**config.mk**
```make
export PLATFORM = sky130hd
export DESIGN_NAME = move_select_flat
export DESIGN_NICKNAME = d
export VERILOG_FILES = /design/src/rtl/move_select_pkg.sv /design/src/rtl/move_select_if.sv /design/src/rtl/move_select.sv /design/src/flat_wrapper.sv
export SDC_FILE = /design/constraint.sdc
export NUM_CORES = 1
export LEC_CHECK = 0
export CELL_PAD_IN_SITES_DETAIL_PLACEMENT = 0
export CELL_PAD_IN_SITES_GLOBAL_PLACEMENT = 2
export CORE_AREA = 4 4 109 111
export DETAILED_ROUTE_END_ITERATION = 10
export DIE_AREA = 0 0 113 115
export DONT_BUFFER_PORTS = 1
export HOLD_SLACK_MARGIN = 0.06
export PLACE_DENSITY_LB_ADDON = 0.1
export SYNTH_ARGS = -nofsm -noshare
export SYNTH_HDL_FRONTEND = slang
export SYNTH_SLANG_ARGS = --single-unit
```
**constraint.sdc**
```tcl
create_clock -name clk -period 8.4 [get_ports clk]
set_clock_uncertainty 0.1 [all_clocks]
set_input_delay 0.84 -clock clk [delete_from_list [all_inputs] [get_ports clk]]
set_output_delay 0.84 -clock clk [all_outputs]
set_load 0.005 [all_outputs]
```
**src/rtl/move_select_pkg.sv**
```systemverilog
// Shared widths, state encoding and UCI field layout for the root best-move scanner.
package move_select_pkg;

  localparam int VC_EVAL_WIDTH         = 24;
  localparam int VC_MAX_POSITIONS      = 64;
  localparam int VC_MAX_POSITIONS_LOG2 = $clog2(VC_MAX_POSITIONS);
  localparam int VC_UCI_WIDTH          = 16;

  // UCI word layout: {promotion[3:0], to[5:0], from[5:0]}
  localparam int VC_UCI_FROM_LSB  = 0;
  localparam int VC_UCI_TO_LSB    = 6;
  localparam int VC_UCI_PROMO_LSB = 12;

  typedef enum logic [2:0] {
    ST_IDLE       = 3'd0,
    ST_WAIT       = 3'd1,
    ST_COMPARE    = 3'd2,
    ST_RESULT     = 3'd3,
    ST_CLEAR      = 3'd4,
    ST_CLEAR_WAIT = 3'd5
  } state_e;

  function automatic logic [VC_UCI_WIDTH-1:0] make_uci(input logic [3:0] promo,
                                                      input logic [5:0] to_sq,
                                                      input logic [5:0] from_sq);
    logic [VC_UCI_WIDTH-1:0] w;
    w = '0;
    w[VC_UCI_PROMO_LSB +: 4] = promo;
    w[VC_UCI_TO_LSB +: 6]    = to_sq;
    w[VC_UCI_FROM_LSB +: 6]  = from_sq;
    return w;
  endfunction

endpackage

```
**src/rtl/move_select_if.sv**
```systemverilog
// Bundle between all_moves (move RAM + root status), move_select and the result consumer.
interface move_select_if
  import move_select_pkg::*;
#(
  parameter int EVAL_WIDTH         = VC_EVAL_WIDTH,
  parameter int MAX_POSITIONS_LOG2 = VC_MAX_POSITIONS_LOG2,
  parameter int UCI_WIDTH          = VC_UCI_WIDTH
);
  logic                          am_moves_ready;
  logic [MAX_POSITIONS_LOG2-1:0] am_move_count;
  logic                          white_to_move_in;
  logic                          initial_mate;
  logic                          initial_stalemate;
  logic signed [EVAL_WIDTH-1:0]  initial_eval;
  logic signed [EVAL_WIDTH-1:0]  eval_out;
  logic [UCI_WIDTH-1:0]          uci_out;
  logic [MAX_POSITIONS_LOG2-1:0] am_move_index;
  logic                          am_clear_moves;
  logic                          best_valid;
  logic                          best_ack;
  logic [MAX_POSITIONS_LOG2-1:0] best_index;
  logic signed [EVAL_WIDTH-1:0]  best_eval;
  logic [UCI_WIDTH-1:0]          best_uci;
  logic                          best_none;
  logic                          best_mate;
  logic                          best_stalemate;

  modport master (
    output am_moves_ready, am_move_count, white_to_move_in, initial_mate, initial_stalemate,
           initial_eval, eval_out, uci_out, best_ack,
    input  am_move_index, am_clear_moves, best_valid, best_index, best_eval, best_uci,
           best_none, best_mate, best_stalemate
  );

  modport slave (
    input  am_moves_ready, am_move_count, white_to_move_in, initial_mate, initial_stalemate,
           initial_eval, eval_out, uci_out, best_ack,
    output am_move_index, am_clear_moves, best_valid, best_index, best_eval, best_uci,
           best_none, best_mate, best_stalemate
  );
endinterface

```
**src/rtl/move_select.sv**
```systemverilog
// Walks the all_moves RAM, keeps the best eval for the side to move and hands the
// winner out behind valid/ack before releasing all_moves with a one-cycle clear.
module move_select
  import move_select_pkg::*;
#(
  parameter int EVAL_WIDTH         = VC_EVAL_WIDTH,
  parameter int MAX_POSITIONS_LOG2 = VC_MAX_POSITIONS_LOG2,
  parameter int UCI_WIDTH          = VC_UCI_WIDTH,
  parameter int RD_LATENCY         = 2
) (
  input  logic         clk,
  input  logic         reset,
  move_select_if.slave bus
);
  localparam int         IW       = MAX_POSITIONS_LOG2;
  localparam logic [2:0] LAT_LAST = 3'(RD_LATENCY - 1);

  state_e                       state_q, state_d;
  logic [IW-1:0]                idx_q, idx_d;
  logic [IW-1:0]                count_q, count_d;
  logic [2:0]                   cnt_q, cnt_d;
  logic                         white_q, white_d;
  logic                         have_best_q, have_best_d;
  logic [IW-1:0]                best_index_q, best_index_d;
  logic signed [EVAL_WIDTH-1:0] best_eval_q, best_eval_d;
  logic [UCI_WIDTH-1:0]         best_uci_q, best_uci_d;
  logic                         best_none_q, best_none_d;
  logic                         best_mate_q, best_mate_d;
  logic                         best_stalemate_q, best_stalemate_d;

  logic [IW:0] idx_inc;
  logic        more_moves;
  logic        take_move;

  function automatic logic better(input logic signed [EVAL_WIDTH-1:0] cand,
                                  input logic signed [EVAL_WIDTH-1:0] best,
                                  input logic                         white);
    return white ? (cand > best) : (cand < best);
  endfunction

  // One bit wider than the index so a full list (count = MAX-1) never wraps.
  assign idx_inc    = {1'b0, idx_q} + {{IW{1'b0}}, 1'b1};
  assign more_moves = idx_inc < {1'b0, count_q};
  assign take_move  = !have_best_q || better(bus.eval_out, best_eval_q, white_q);

  always_ff @(posedge clk) begin
    if (reset) begin
      state_q <= ST_IDLE;
    end else begin
      state_q <= state_d;
    end
  end

  always_comb begin
    state_d = state_q;
    case (state_q)
      ST_IDLE:       if (bus.am_moves_ready)
                       state_d = (bus.am_move_count == '0) ? ST_RESULT : ST_WAIT;
      ST_WAIT:       if (cnt_q == LAT_LAST) state_d = ST_COMPARE;
      ST_COMPARE:    state_d = more_moves ? ST_WAIT : ST_RESULT;
      ST_RESULT:     if (bus.best_ack) state_d = ST_CLEAR;
      ST_CLEAR:      state_d = ST_CLEAR_WAIT;
      ST_CLEAR_WAIT: if (!bus.am_moves_ready) state_d = ST_IDLE;
      default:       state_d = ST_IDLE;
    endcase
  end

  always_comb begin
    bus.best_valid     = (state_q == ST_RESULT);
    bus.am_clear_moves = (state_q == ST_CLEAR);
    bus.am_move_index  = idx_q;
    bus.best_index     = best_index_q;
    bus.best_eval      = best_eval_q;
    bus.best_uci       = best_uci_q;
    bus.best_none      = best_none_q;
    bus.best_mate      = best_mate_q;
    bus.best_stalemate = best_stalemate_q;
  end

  // Datapath next-state; the result registers only change at scan start or on a taken move.
  always_comb begin
    idx_d            = idx_q;
    count_d          = count_q;
    cnt_d            = cnt_q;
    white_d          = white_q;
    have_best_d      = have_best_q;
    best_index_d     = best_index_q;
    best_eval_d      = best_eval_q;
    best_uci_d       = best_uci_q;
    best_none_d      = best_none_q;
    best_mate_d      = best_mate_q;
    best_stalemate_d = best_stalemate_q;
    case (state_q)
      ST_IDLE: begin
        if (bus.am_moves_ready) begin
          idx_d   = '0;
          cnt_d   = '0;
          count_d = bus.am_move_count;
          white_d = bus.white_to_move_in;
          if (bus.am_move_count == '0) begin
            best_none_d      = 1'b1;
            best_mate_d      = bus.initial_mate;
            best_stalemate_d = bus.initial_stalemate;
            best_eval_d      = bus.initial_eval;
            best_index_d     = '0;
            best_uci_d       = '0;
          end else begin
            have_best_d      = 1'b0;
            best_none_d      = 1'b0;
            best_mate_d      = 1'b0;
            best_stalemate_d = 1'b0;
          end
        end
      end
      ST_WAIT: begin
        if (cnt_q != LAT_LAST) cnt_d = cnt_q + 3'd1;
      end
      ST_COMPARE: begin
        if (take_move) begin
          have_best_d  = 1'b1;
          best_index_d = idx_q;
          best_eval_d  = bus.eval_out;
          best_uci_d   = bus.uci_out;
        end
        if (more_moves) begin
          idx_d = idx_inc[IW-1:0];
          cnt_d = '0;
        end
      end
      default: ;
    endcase
  end

  always_ff @(posedge clk) begin
    if (reset) begin
      idx_q            <= '0;
      count_q          <= '0;
      cnt_q            <= '0;
      white_q          <= 1'b0;
      have_best_q      <= 1'b0;
      best_index_q     <= '0;
      best_eval_q      <= '0;
      best_uci_q       <= '0;
      best_none_q      <= 1'b0;
      best_mate_q      <= 1'b0;
      best_stalemate_q <= 1'b0;
    end else begin
      idx_q            <= idx_d;
      count_q          <= count_d;
      cnt_q            <= cnt_d;
      white_q          <= white_d;
      have_best_q      <= have_best_d;
      best_index_q     <= best_index_d;
      best_eval_q      <= best_eval_d;
      best_uci_q       <= best_uci_d;
      best_none_q      <= best_none_d;
      best_mate_q      <= best_mate_d;
      best_stalemate_q <= best_stalemate_d;
    end
  end

endmodule

```
**src/flat_wrapper.sv**
```systemverilog
// flat-port wrapper written by rule: the top's interface ports become plain ports
module move_select_flat import move_select_pkg::*;
#(
  parameter int EVAL_WIDTH         = VC_EVAL_WIDTH,
  parameter int MAX_POSITIONS_LOG2 = VC_MAX_POSITIONS_LOG2,
  parameter int UCI_WIDTH          = VC_UCI_WIDTH,
  parameter int RD_LATENCY         = 2
)
  (clk, reset, bus_am_moves_ready, bus_am_move_count, bus_white_to_move_in, bus_initial_mate, bus_initial_stalemate, bus_initial_eval, bus_eval_out, bus_uci_out, bus_best_ack, bus_am_move_index, bus_am_clear_moves, bus_best_valid, bus_best_index, bus_best_eval, bus_best_uci, bus_best_none, bus_best_mate, bus_best_stalemate);
  move_select_if #(.EVAL_WIDTH(EVAL_WIDTH), .MAX_POSITIONS_LOG2(MAX_POSITIONS_LOG2), .UCI_WIDTH(UCI_WIDTH)) bus_i ();
  input  logic clk;
  input  logic reset;
  input wire logic [$bits(bus_i.am_moves_ready)-1:0] bus_am_moves_ready;
  input wire logic [$bits(bus_i.am_move_count)-1:0] bus_am_move_count;
  input wire logic [$bits(bus_i.white_to_move_in)-1:0] bus_white_to_move_in;
  input wire logic [$bits(bus_i.initial_mate)-1:0] bus_initial_mate;
  input wire logic [$bits(bus_i.initial_stalemate)-1:0] bus_initial_stalemate;
  input wire logic [$bits(bus_i.initial_eval)-1:0] bus_initial_eval;
  input wire logic [$bits(bus_i.eval_out)-1:0] bus_eval_out;
  input wire logic [$bits(bus_i.uci_out)-1:0] bus_uci_out;
  input wire logic [$bits(bus_i.best_ack)-1:0] bus_best_ack;
  output wire logic [$bits(bus_i.am_move_index)-1:0] bus_am_move_index;
  output wire logic [$bits(bus_i.am_clear_moves)-1:0] bus_am_clear_moves;
  output wire logic [$bits(bus_i.best_valid)-1:0] bus_best_valid;
  output wire logic [$bits(bus_i.best_index)-1:0] bus_best_index;
  output wire logic [$bits(bus_i.best_eval)-1:0] bus_best_eval;
  output wire logic [$bits(bus_i.best_uci)-1:0] bus_best_uci;
  output wire logic [$bits(bus_i.best_none)-1:0] bus_best_none;
  output wire logic [$bits(bus_i.best_mate)-1:0] bus_best_mate;
  output wire logic [$bits(bus_i.best_stalemate)-1:0] bus_best_stalemate;
  assign bus_i.am_moves_ready = bus_am_moves_ready;
  assign bus_i.am_move_count = bus_am_move_count;
  assign bus_i.white_to_move_in = bus_white_to_move_in;
  assign bus_i.initial_mate = bus_initial_mate;
  assign bus_i.initial_stalemate = bus_initial_stalemate;
  assign bus_i.initial_eval = bus_initial_eval;
  assign bus_i.eval_out = bus_eval_out;
  assign bus_i.uci_out = bus_uci_out;
  assign bus_i.best_ack = bus_best_ack;
  assign bus_am_move_index = bus_i.am_move_index;
  assign bus_am_clear_moves = bus_i.am_clear_moves;
  assign bus_best_valid = bus_i.best_valid;
  assign bus_best_index = bus_i.best_index;
  assign bus_best_eval = bus_i.best_eval;
  assign bus_best_uci = bus_i.best_uci;
  assign bus_best_none = bus_i.best_none;
  assign bus_best_mate = bus_i.best_mate;
  assign bus_best_stalemate = bus_i.best_stalemate;
  move_select #(.EVAL_WIDTH(EVAL_WIDTH), .MAX_POSITIONS_LOG2(MAX_POSITIONS_LOG2), .UCI_WIDTH(UCI_WIDTH), .RD_LATENCY(RD_LATENCY)) u_core (.clk(clk), .reset(reset), .bus(bus_i));
endmodule
```
==> out/qor.csv <==
stage,metric,value,unit
run_status,status,completed,
die,fp.dieW,113,um
cells_and_area,diodes,0,
place,routabilityCongestion,0.785,
synthesis,yosys_warnings,0,
timing,fin_crit_sh,43.7,%
clocking,worst_skew_pair.late_latency,0.36,ns
grt,grt_pass1_vias,3656,
power_and_ir_drop,power.leakage,1.52,nW
power_and_ir_drop,p_per_area,212,nW/um^2
clocking,cts_resized,0,
place,io_buffers,0,
die,die_area,13000,sq um
timing,relSlewSlack,20.8,%
setup_path,crit_fanout,26,
timing,rsz0062_at_grt,false,
clocking,cts_hold_buf,0,
setup_path,worst_setup_path_start_kind,flop,
cells_and_area,area_growth,7.20,%
synthesis,synth_area_leaders,"dfxtp_1, ha_1, nand2_1, a21oi_1, o31a_1",
synthesis,synth_edf_count,0,
power_and_ir_drop,power.total,0.934,mW
timing,max_freq,272,MHz
setup_path,path_class,flop to flop,
timing,maxSlewViolCount,0,
route,firstDrtPassIters,4,
route,drtIter0Drc,202,
clocking,htreeDepth,3,
hold_path,hold_class,flop to flop,
grt,grt_antenna_before_repair,0,
clocking,cts_setup_buffers,0,
route,dr_total_vias,3705,
route,avgRoutedWirePerCell,18.8,um
timing,tightest_slew,1.18,ns
die,fp-row-count,38,
synthesis,synth-main-ff-cell,dfxtp_1,
place,dpl.hpwl,8030,um
grt,grtUsageTotal,18.4,%
route,drc,0,
flow_run,maxCapViolCount,0,
synthesis,ys_types,42,
timing,tns,0,ns
synthesis,synth.cell_area,4100,sq um
timing,setup_violations,0,
synthesis,syn_nets,627,
power_and_ir_drop,vdd_drop_max,0.0942,mV
clocking,cts_tree,yes,
timing,fin_hold_ws,0.354,ns
synthesis,synthCells,518,
route,postRouteAntennaNets,0,
die,core_area,10800,sq um
clocking,clock-sinks,69,
setup_path,critPathArrivalTime,3.82,ns
synthesis,postSynthAreaPerCell,7.92,sq um
setup_path,critPathRequiredTime,8.55,ns
die,start_util,38.0,%
synthesis,async_flop_share,0,%
clocking,clockRootBuffer,clkbuf_8,
clocking,clockBufferDepth,2,
synthesis,synth_top_area_share,33.7,%
route,totalWireLength,11900,um
setup_path,worstSetupEndpointType,flop,
grt,grt_max_degree,68,
synthesis,synth_top_area_cell,dfxtp_1,
route,drt-vias-per-instance,5.83,
timing,min_period,3.67,ns
die,die_y,115,um
clocking,clkTransAtPathRegs,0.08,ns
clocking,cts_made_buffers,9,
synthesis,ys_seq_area_share,33.7,%
synthesis,ys_ff_latch,69,
cells_and_area,layout-drive-gt1-share,6.85,%
cells_and_area,fin_nets,600,
timing,hold_viol,0,
grt,grt_pass1_wl,19100,um
die,ioPinCount,134,
grt,overflow,0,
==> flip-flops by register name (all words and copies together) (netlist names) <==
register	cells
u_core.bus.best_eval	24
u_core.bus.best_uci	16
u_core.bus.am_move_index	6
u_core.bus.best_index	6
u_core.count_q	6
u_core.cnt_q	3
u_core.state_q	3
u_core.bus.best_mate	1
u_core.bus.best_none	1
u_core.bus.best_stalemate	1
u_core.have_best_q	1
u_core.white_q	1
==> logic make-up (layout without fill, tap and decap cells) <==
kind of cell,Yosys count,in the layout,share of synthesized area [%]
AO/OA/AOI/OAI,149,149,25.2
XOR/XNOR,3,3,0.640
adder cells (fa/ha/maj),32,32,9.76
buffers and inverters,77,55,7.29
flip-flops,69,69,33.7
multiplexers,7,7,1.89
AND/OR/NAND/NOR,181,181,21.6
==> stage by stage <==
stage	setup slack, ns	utilization, %	std cells	cell area, sq um
finish	4.73	40.8	636	4400
global route	4.48	40.8	636	4400
CTS	4.67	40.8	636	4400
detailed placement	4.34	38.7	620	4180
global placement	4.41	38.7	620	4180
floorplan	4.99	-	518	4100
==> Yosys cell counts, types with 2 or more instances <==
library cell / instances
mux2i_1: 3
dfxtp_1: 69
a21oi_1: 47
a22o_1: 2
mux2_2: 3
buf_2: 8
o31a_1: 24
nor2b_1: 5
a31oi_1: 2
ha_1: 32
inv_1: 35
nand3_1: 7
a22oi_1: 2
nor3_2: 2
o31ai_1: 20
a211oi_1: 2
clkbuf_1: 30
nand2_1: 98
or4_1: 22
a21o_1: 3
nor4_1: 3
o21a_1: 4
xor2_1: 2
a21boi_0: 2
o21ai_0: 14
or3_1: 3
and2_1: 3
nor3_1: 6
buf_1: 4
nand4_1: 11
and3_1: 2
a311oi_1: 23
nor2_1: 16
==> report_power, final <==
part	total, mW	switching, mW	leakage [nW]	internal [mW]
Clock	0.311	0.136	0.112	0.175
Sequential	0.385	0.0290	0.560	0.356
Combinational	0.239	0.141	0.849	0.0980
==> layout make-up <==
| cell class | instances | area, sq um |
|---|---|---|
| clock buffer | 10 | 138 |
| clock inverter | 6 | 86.3 |
| fill | 1135 | 6390 |
| inverter | 35 | 131 |
| multi-input combinational | 372 | 2460 |
| sequential | 69 | 1380 |
| tap | 140 | 175 |
| timing repair buffer | 4 | 30.0 |
==> layer usage <==
layer	global-route usage, %	wire length [um]	share of wire (%)	up-vias
li1	-	-	-	1830
met1	23.5	5360	45	1737
met2	28.5	5340	45	114
met3	5.42	917	7.7	24
met4	8.65	314	2.6	0
met5	0	0	0	-
==> critical path, stage by stage (launching register included) <==
cell and delay, ns:
dfxtp_1 0.39, inv_1 0.09, ha_1 0.37, nand4_1 0.21
nor4_1 0.46, o31a_1 0.27, nor4b_4 0.09, mux2i_4 0.22
nor3_4 0.96, mux2_2 0.42
==> layout by cell type (no fill, tap or decap), drive strengths merged, types with 2 or more instances in the layout <==
cell type	n
clkinv	3
nor3	8
a21boi	2
clkbuf	10
nand3	7
nor4	3
o31a	24
a22oi	2
mux2i	4
a22o	2
ha	32
a21oi	47
inv	35
a31oi	2
bufinv	2
dfxtp	69
o21ai	14
and2	3
o31ai	20
or3	3
a21o	3
buf	4
a211oi	2
nor2b	5
nand4	11
mux2	3
o21a	4
and3	2
xor2	2
nor2	16
a311oi	23
or4	22
nand2	98
==> worst paths after layout <==
kind	slack, ns	startpoint	endpoint	cells after the start
max	4.73	u_core.bus.best_eval[23]	u_core.bus.best_eval[0]	9
min	0.35	u_core.count_q[1]	u_core.count_q[1]	2
max reg2reg	4.73	u_core.bus.best_eval[23]	u_core.bus.best_eval[0]	9
min reg2reg	0.35	u_core.count_q[1]	u_core.count_q[1]	2
Power figures use the tool's default switching activity.
